## config.mk

```make
export PLATFORM = sky130hd
export DESIGN_NAME = pipe_arb_ctrl
export DESIGN_NICKNAME = d
export VERILOG_FILES = /design/src/rtl/pipe_arb_ctrl.sv
export SDC_FILE = /design/constraint.sdc
export NUM_CORES = 1
export LEC_CHECK = 0
export CORE_UTILIZATION = 40
export DETAILED_ROUTE_END_ITERATION = 8
export PLACE_DENSITY = 0.86
export RECOVER_POWER = 25
export SKIP_LAST_GASP = 1
export SYNTH_ARGS = -nofsm -noshare
export SYNTH_HDL_FRONTEND = slang
export SYNTH_SLANG_ARGS = --single-unit
export TNS_END_PERCENT = 30
```

## constraint.sdc

```tcl
create_clock -name clk1 -period 5.7 [get_ports clk1]
set_clock_uncertainty 0.1 [all_clocks]
set_input_delay 1.14 -clock clk1 [delete_from_list [all_inputs] [get_ports clk1]]
set_output_delay 1.14 -clock clk1 [all_outputs]
set_load 0.005 [all_outputs]
```

## src/rtl/pipe_arb_ctrl.sv

```systemverilog
// Round-robin issue controller for the shared 3-stage F = (a + b + (c - d)) * d datapath.
// Define PIPE_ARB_STATS_EN to add the issue_cnt / drop_cnt statistics ports.
module pipe_arb_ctrl #(
  parameter int NREQ = 4,
  parameter int IDW  = 2,
  parameter int LAT  = 3
) (
  input  logic              clk1,
  input  logic              rst_n,
  input  logic [NREQ-1:0]   req,
  input  logic [4*NREQ-1:0] op_a,
  input  logic [4*NREQ-1:0] op_b,
  input  logic [4*NREQ-1:0] op_c,
  input  logic [4*NREQ-1:0] op_d,
  input  logic              issue_en,
  output logic [NREQ-1:0]   gnt,
  output logic [3:0]        pipe_a,
  output logic [3:0]        pipe_b,
  output logic [3:0]        pipe_c,
  output logic [3:0]        pipe_d,
  input  logic [11:0]       pipe_f,
  output logic              rsp_valid,
  output logic [IDW-1:0]    rsp_id,
  output logic [11:0]       rsp_data,
  output logic              busy
`ifdef PIPE_ARB_STATS_EN
  ,
  output logic [15:0]       issue_cnt,
  output logic [7:0]        drop_cnt
`endif
);

  logic [IDW-1:0] rr_ptr_q, rr_ptr_d;
  logic [3:0]     pipe_a_q, pipe_a_d;
  logic [3:0]     pipe_b_q, pipe_b_d;
  logic [3:0]     pipe_c_q, pipe_c_d;
  logic [3:0]     pipe_d_q, pipe_d_d;

  // Tag stage 0 rides with the operand register; the datapath result lines up
  // with stage LAT-1, and the response register is the final tag stage.
  logic [LAT-1:0]          tag_v_q, tag_v_d;
  logic [LAT-1:0][IDW-1:0] tag_id_q, tag_id_d;

  logic           rsp_valid_q, rsp_valid_d;
  logic [IDW-1:0] rsp_id_q, rsp_id_d;
  logic [11:0]    rsp_data_q, rsp_data_d;

  logic           found;
  logic           any_req;
  logic           hi_req;
  logic [IDW-1:0] low_idx;
  logic [IDW-1:0] hi_idx;
  logic [IDW-1:0] win;

  // Lowest requester at or above rr_ptr wins; otherwise wrap to the lowest overall.
  always_comb begin
    any_req = 1'b0;
    hi_req  = 1'b0;
    low_idx = '0;
    hi_idx  = '0;
    for (int i = NREQ - 1; i >= 0; i--) begin
      if (req[i]) begin
        any_req = 1'b1;
        low_idx = IDW'(i);
        if (IDW'(i) >= rr_ptr_q) begin
          hi_req = 1'b1;
          hi_idx = IDW'(i);
        end
      end
    end
    found = issue_en && any_req;
    win   = hi_req ? hi_idx : low_idx;
  end

  always_comb begin
    gnt      = '0;
    pipe_a_d = pipe_a_q;
    pipe_b_d = pipe_b_q;
    pipe_c_d = pipe_c_q;
    pipe_d_d = pipe_d_q;
    rr_ptr_d = rr_ptr_q;
    for (int i = 0; i < NREQ; i++) begin
      if (found && (win == IDW'(i))) begin
        gnt[i]   = 1'b1;
        pipe_a_d = op_a[4*i +: 4];
        pipe_b_d = op_b[4*i +: 4];
        pipe_c_d = op_c[4*i +: 4];
        pipe_d_d = op_d[4*i +: 4];
      end
    end
    if (found) begin
      rr_ptr_d = (win == IDW'(NREQ - 1)) ? '0 : win + IDW'(1);
    end
  end

  always_comb begin
    tag_v_d     = '0;
    tag_id_d    = '0;
    tag_v_d[0]  = found;
    tag_id_d[0] = win;
    for (int i = 1; i < LAT; i++) begin
      tag_v_d[i]  = tag_v_q[i-1];
      tag_id_d[i] = tag_id_q[i-1];
    end
    rsp_valid_d = tag_v_q[LAT-1];
    rsp_id_d    = tag_id_q[LAT-1];
    rsp_data_d  = pipe_f;
  end

  always_ff @(posedge clk1 or negedge rst_n) begin
    if (!rst_n) begin
      rr_ptr_q    <= '0;
      pipe_a_q    <= '0;
      pipe_b_q    <= '0;
      pipe_c_q    <= '0;
      pipe_d_q    <= '0;
      tag_v_q     <= '0;
      tag_id_q    <= '0;
      rsp_valid_q <= 1'b0;
      rsp_id_q    <= '0;
      rsp_data_q  <= '0;
    end else begin
      rr_ptr_q    <= rr_ptr_d;
      pipe_a_q    <= pipe_a_d;
      pipe_b_q    <= pipe_b_d;
      pipe_c_q    <= pipe_c_d;
      pipe_d_q    <= pipe_d_d;
      tag_v_q     <= tag_v_d;
      tag_id_q    <= tag_id_d;
      rsp_valid_q <= rsp_valid_d;
      rsp_id_q    <= rsp_id_d;
      rsp_data_q  <= rsp_data_d;
    end
  end

  assign pipe_a    = pipe_a_q;
  assign pipe_b    = pipe_b_q;
  assign pipe_c    = pipe_c_q;
  assign pipe_d    = pipe_d_q;
  assign rsp_valid = rsp_valid_q;
  assign rsp_id    = rsp_id_q;
  assign rsp_data  = rsp_data_q;
  assign busy      = (|tag_v_q) || rsp_valid_q;

`ifdef PIPE_ARB_STATS_EN
  logic [15:0] issue_cnt_q, issue_cnt_d;
  logic [7:0]  drop_cnt_q, drop_cnt_d;

  // issue_cnt wraps freely; drop_cnt saturates so a long stall stays visible.
  always_comb begin
    issue_cnt_d = issue_cnt_q;
    drop_cnt_d  = drop_cnt_q;
    if (found) begin
      issue_cnt_d = issue_cnt_q + 16'd1;
    end
    if ((req != '0) && !found && (drop_cnt_q != 8'hFF)) begin
      drop_cnt_d = drop_cnt_q + 8'd1;
    end
  end

  always_ff @(posedge clk1 or negedge rst_n) begin
    if (!rst_n) begin
      issue_cnt_q <= '0;
      drop_cnt_q  <= '0;
    end else begin
      issue_cnt_q <= issue_cnt_d;
      drop_cnt_q  <= drop_cnt_d;
    end
  end

  assign issue_cnt = issue_cnt_q;
  assign drop_cnt  = drop_cnt_q;
`endif

endmodule
```

==> flow_summary_export.csv <==
group,metric,value,unit
die,dieArea,0.00512,sq mm
timing,hold_ws,0.252,ns
synthesis,ys_warn_count,0,
timing,worstMarginPinSlew,2.17,ns
placement,io_buffers,118,
critical_path,worstPathCellList,"clkdlybuf4s50_1 -> nand2_1 -> and3_1 -> a311oi_1 -> buf_4 -> inv_1 -> ha_1 -> buf_4 -> and2_1 -> clkdlybuf4s50_1",
die,core_area,0.00450,sq mm
global_routing,grt_max_degree,43,
timing,slew_headroom,-0.445,
drt,drtAntennaViolNets,0,
layout,final_area,0.00322,sq mm
status,violations,"capacitance limit, slew limit",
drt,wl,5130,microns
clock_tree,clk_pin_slew,0.08,ns
layout,n_fill_cell,347,
timing,drv_slew,43,
clock_tree,cts_tree,"built",
critical_path,path_class,"in -> out",
power_and_ir_drop,ir_drop,0.145,mV
timing,min_period,4.70,ns
placement,routabilityCongestion,0.732,
timing,post-route-period-util,0.824,
synthesis,synth_top_area_cell,"dfrtp_1",
power_and_ir_drop,combPwrFrac,0.430,
power_and_ir_drop,seq_power_share,0.389,
clock_tree,cts_resized,0,
min_path,min_path_type,"reg -> reg",
clock_tree,ctsLongestPathBuffers,2,
critical_path,cp_slowest_cell,"clkdlybuf4s50_1",
status,status,"complete, but fails checks",
critical_path,cp-endpoint,"gnt[2]",
power_and_ir_drop,clkPwrFrac,0.181,
drt,via_per_inst,5.17,
synthesis,ys_seq_area_frac,0.543,
die,die_y,71.6,microns
timing,tns,0,ns
synthesis,synth_top_area_share,0.543,
layout,syn_to_final_growth,66.1,%
critical_path,startpoint,"req[3]",
synthesis,syn_area_per_cell,10.8,sq um
layout,fin_nets,383,
critical_path,ff2ff_setup_slack,2.67,ns
critical_path,slowest_delay,0.58,ns
global_routing,track_usage,0.222,
critical_path,reg2reg_to,"pipe_b[0]",
placement,hpwl,3930,microns
power_and_ir_drop,p_switching,330,uW
synthesis,synth.most_common_cell,"dfrtp_1",
layout,diodes,0,
synthesis,synth_common_cells,"42 x dfrtp_1, 18 x a21oi_1, 18 x nor2_1",
critical_path,crit_path_start_kind,"input port",
critical_path,cp.depth,10,
critical_path,reg2regPathDepth,10,
power_and_ir_drop,cellLeakagePower,0.00132,uW
clock_tree,postCtsSetupBuffers,0,
power_and_ir_drop,power_density,322,mW/mm^2
die,io-pin-count,119,
drt,drt-initial-drc-count,56,
clock_tree,insertion_delay,0.29,ns
power_and_ir_drop,intPower,706,uW
drt,via_count,1803,
die,die_w,71.6,microns
timing,fmax,213,MHz
power_and_ir_drop,power,1040,uW
global_routing,grt_pass1_wl,8690,microns
layout,drive_gt1_frac,0.0808,
synthesis,ys.flop_type,"dfrtp_1",
critical_path,required,4.46,ns
synthesis,async_reset_ff_frac,1.00,
timing,finalHoldViolations,0,
synthesis,synth_cell_types,27,
critical_path,end_kind,"output pin",
timing,finalSetupViolCount,0,
die,core.rowCount,24,
synthesis,syn_inst,179,
die,initial_core_util,0.430,
drt,first_pass_iters,4,
clock_tree,cts_made_buffers,5,
synthesis,synth_area_leaders,"dfrtp_1 54%, o221ai_2 7.8%, a21oi_1 4.7%",
synthesis,synth_edf_count,0,
critical_path,worstReg2RegStart,"rr_ptr_q[1]",
synthesis,synth.net_count,266,
job,drv_cap,1,
global_routing,grt_pass1_vias,1863,
drt,wire_per_inst,14.7,microns
critical_path,path_max_fanout,23,
synthesis,synthesis.area,0.00194,sq mm
global_routing,antenna_found_initial,0,
critical_path,path_delay_family,"buffers and inverters",
timing,rsz0062_at_grt,"false",
critical_path,path_buf_inv,5,
synthesis,synth_seq_cells,42,
global_routing,grt_overflow,0,
clock_tree,postCtsHoldBufs,0,
clock_tree,clkSinkCount,42,
critical_path,arrival,3.46,ns
clock_tree,htree_levels,2,
drt,drc,0,
power_and_ir_drop,p_sw_frac,0.318,
placement,post_dp_cell_area,0.00313,sq mm
clock_tree,cts_root_buf,"clkbuf_8",
## state kept, by name (all words and copies together) (netlist names)
register   flops
rsp_data      12
tag_id_d       4
pipe_c         4
rsp_id         2
rr_ptr_q       2
rsp_valid      1
pipe_b         4
rsp_id_d       2
pipe_d         4
tag_v_q        3
pipe_a         4
## area by class of cell
cell class                      instances  area (sq um)  area share
Sequential cell                        42          1050       0.327
Multi-Input combinational cell        111           753       0.234
Clock inverter                          3          21.3     0.00661
Tap cell                               52          65.1      0.0202
Clock buffer                            5          68.8      0.0214
Timing Repair Buffer                  122          1200       0.375
Inverter                               14          52.6      0.0163
## cells in the final DEF (no fill, tap or decap), types with 4 or more instances in the layout
cell             netlist  final
a21oi_1               18     18
a31oi_1               12     12
and2_1                 4      4
buf_4                  1      4
clkbuf_8               0      5
clkdlybuf4s50_1        0    105
dfrtp_1               42     42
dlygate4sd3_1          0     12
ha_1                   4      4
inv_1                 14     14
mux2i_1                8      8
nand2_1               17     17
nor2_1                18     18
o21ai_0                6      6
o221ai_2              10     10
## how the worst min path moves through the flow
| stage | from | end | cells after the start |
|---|---|---|---|
| 3_3_place_gp | rsp_id_d[0] | rsp_id[0] | 0 |
| 5_1_grt | rsp_id_d[1] | rsp_id[1] | 0 |
| 3_5_place_dp | rsp_id_d[0] | rsp_id[0] | 0 |
| 4_1_cts | rsp_id_d[1] | rsp_id[1] | 0 |
| 2_1_floorplan | rsp_id_d[0] | rsp_id[0] | 0 |
| 6_report | rsp_id_d[1] | rsp_id[1] | 0 |
## stage by stage
| step | setup WS [ns] | utilization | cells |
|---|---|---|---|
| after global routing | 0.919 | 0.714 | 349 |
| after global placement | 1.08 | 0.694 | 341 |
| after CTS | 1.02 | 0.714 | 349 |
| after detailed placement | 1.04 | 0.694 | 341 |
| final | 1.00 | 0.714 | 349 |
| after floorplan | 1.64 | - | 179 |
## cells by family after synthesis
family / count (synthesis) / share of synthesized area
buf+inv: 26 / 0.0685
mux: 9 / 0.0472
fa+ha+maj: 4 / 0.0258
simple gates: 45 / 0.106
flops: 42 / 0.543
compound gates: 53 / 0.210
## power by group through the flow
stage	clock [uW]	combinational, uW	sequential, uW
global placement	0	438	406
global route	210	489	414
finish	188	445	403
detailed placement	0	450	408
CTS	194	451	403
floorplan	0	224	410
## layer usage
layer | track usage | share of wire | up-vias
met5 | 0 | 0 | -
met4 | 0.0632 | 0.013 | 0
met3 | 0.0689 | 0.088 | 9
met2 | 0.396 | 0.50 | 96
met1 | 0.257 | 0.40 | 832
li1 | - | - | 866
(Power assumes the default switching activity.)
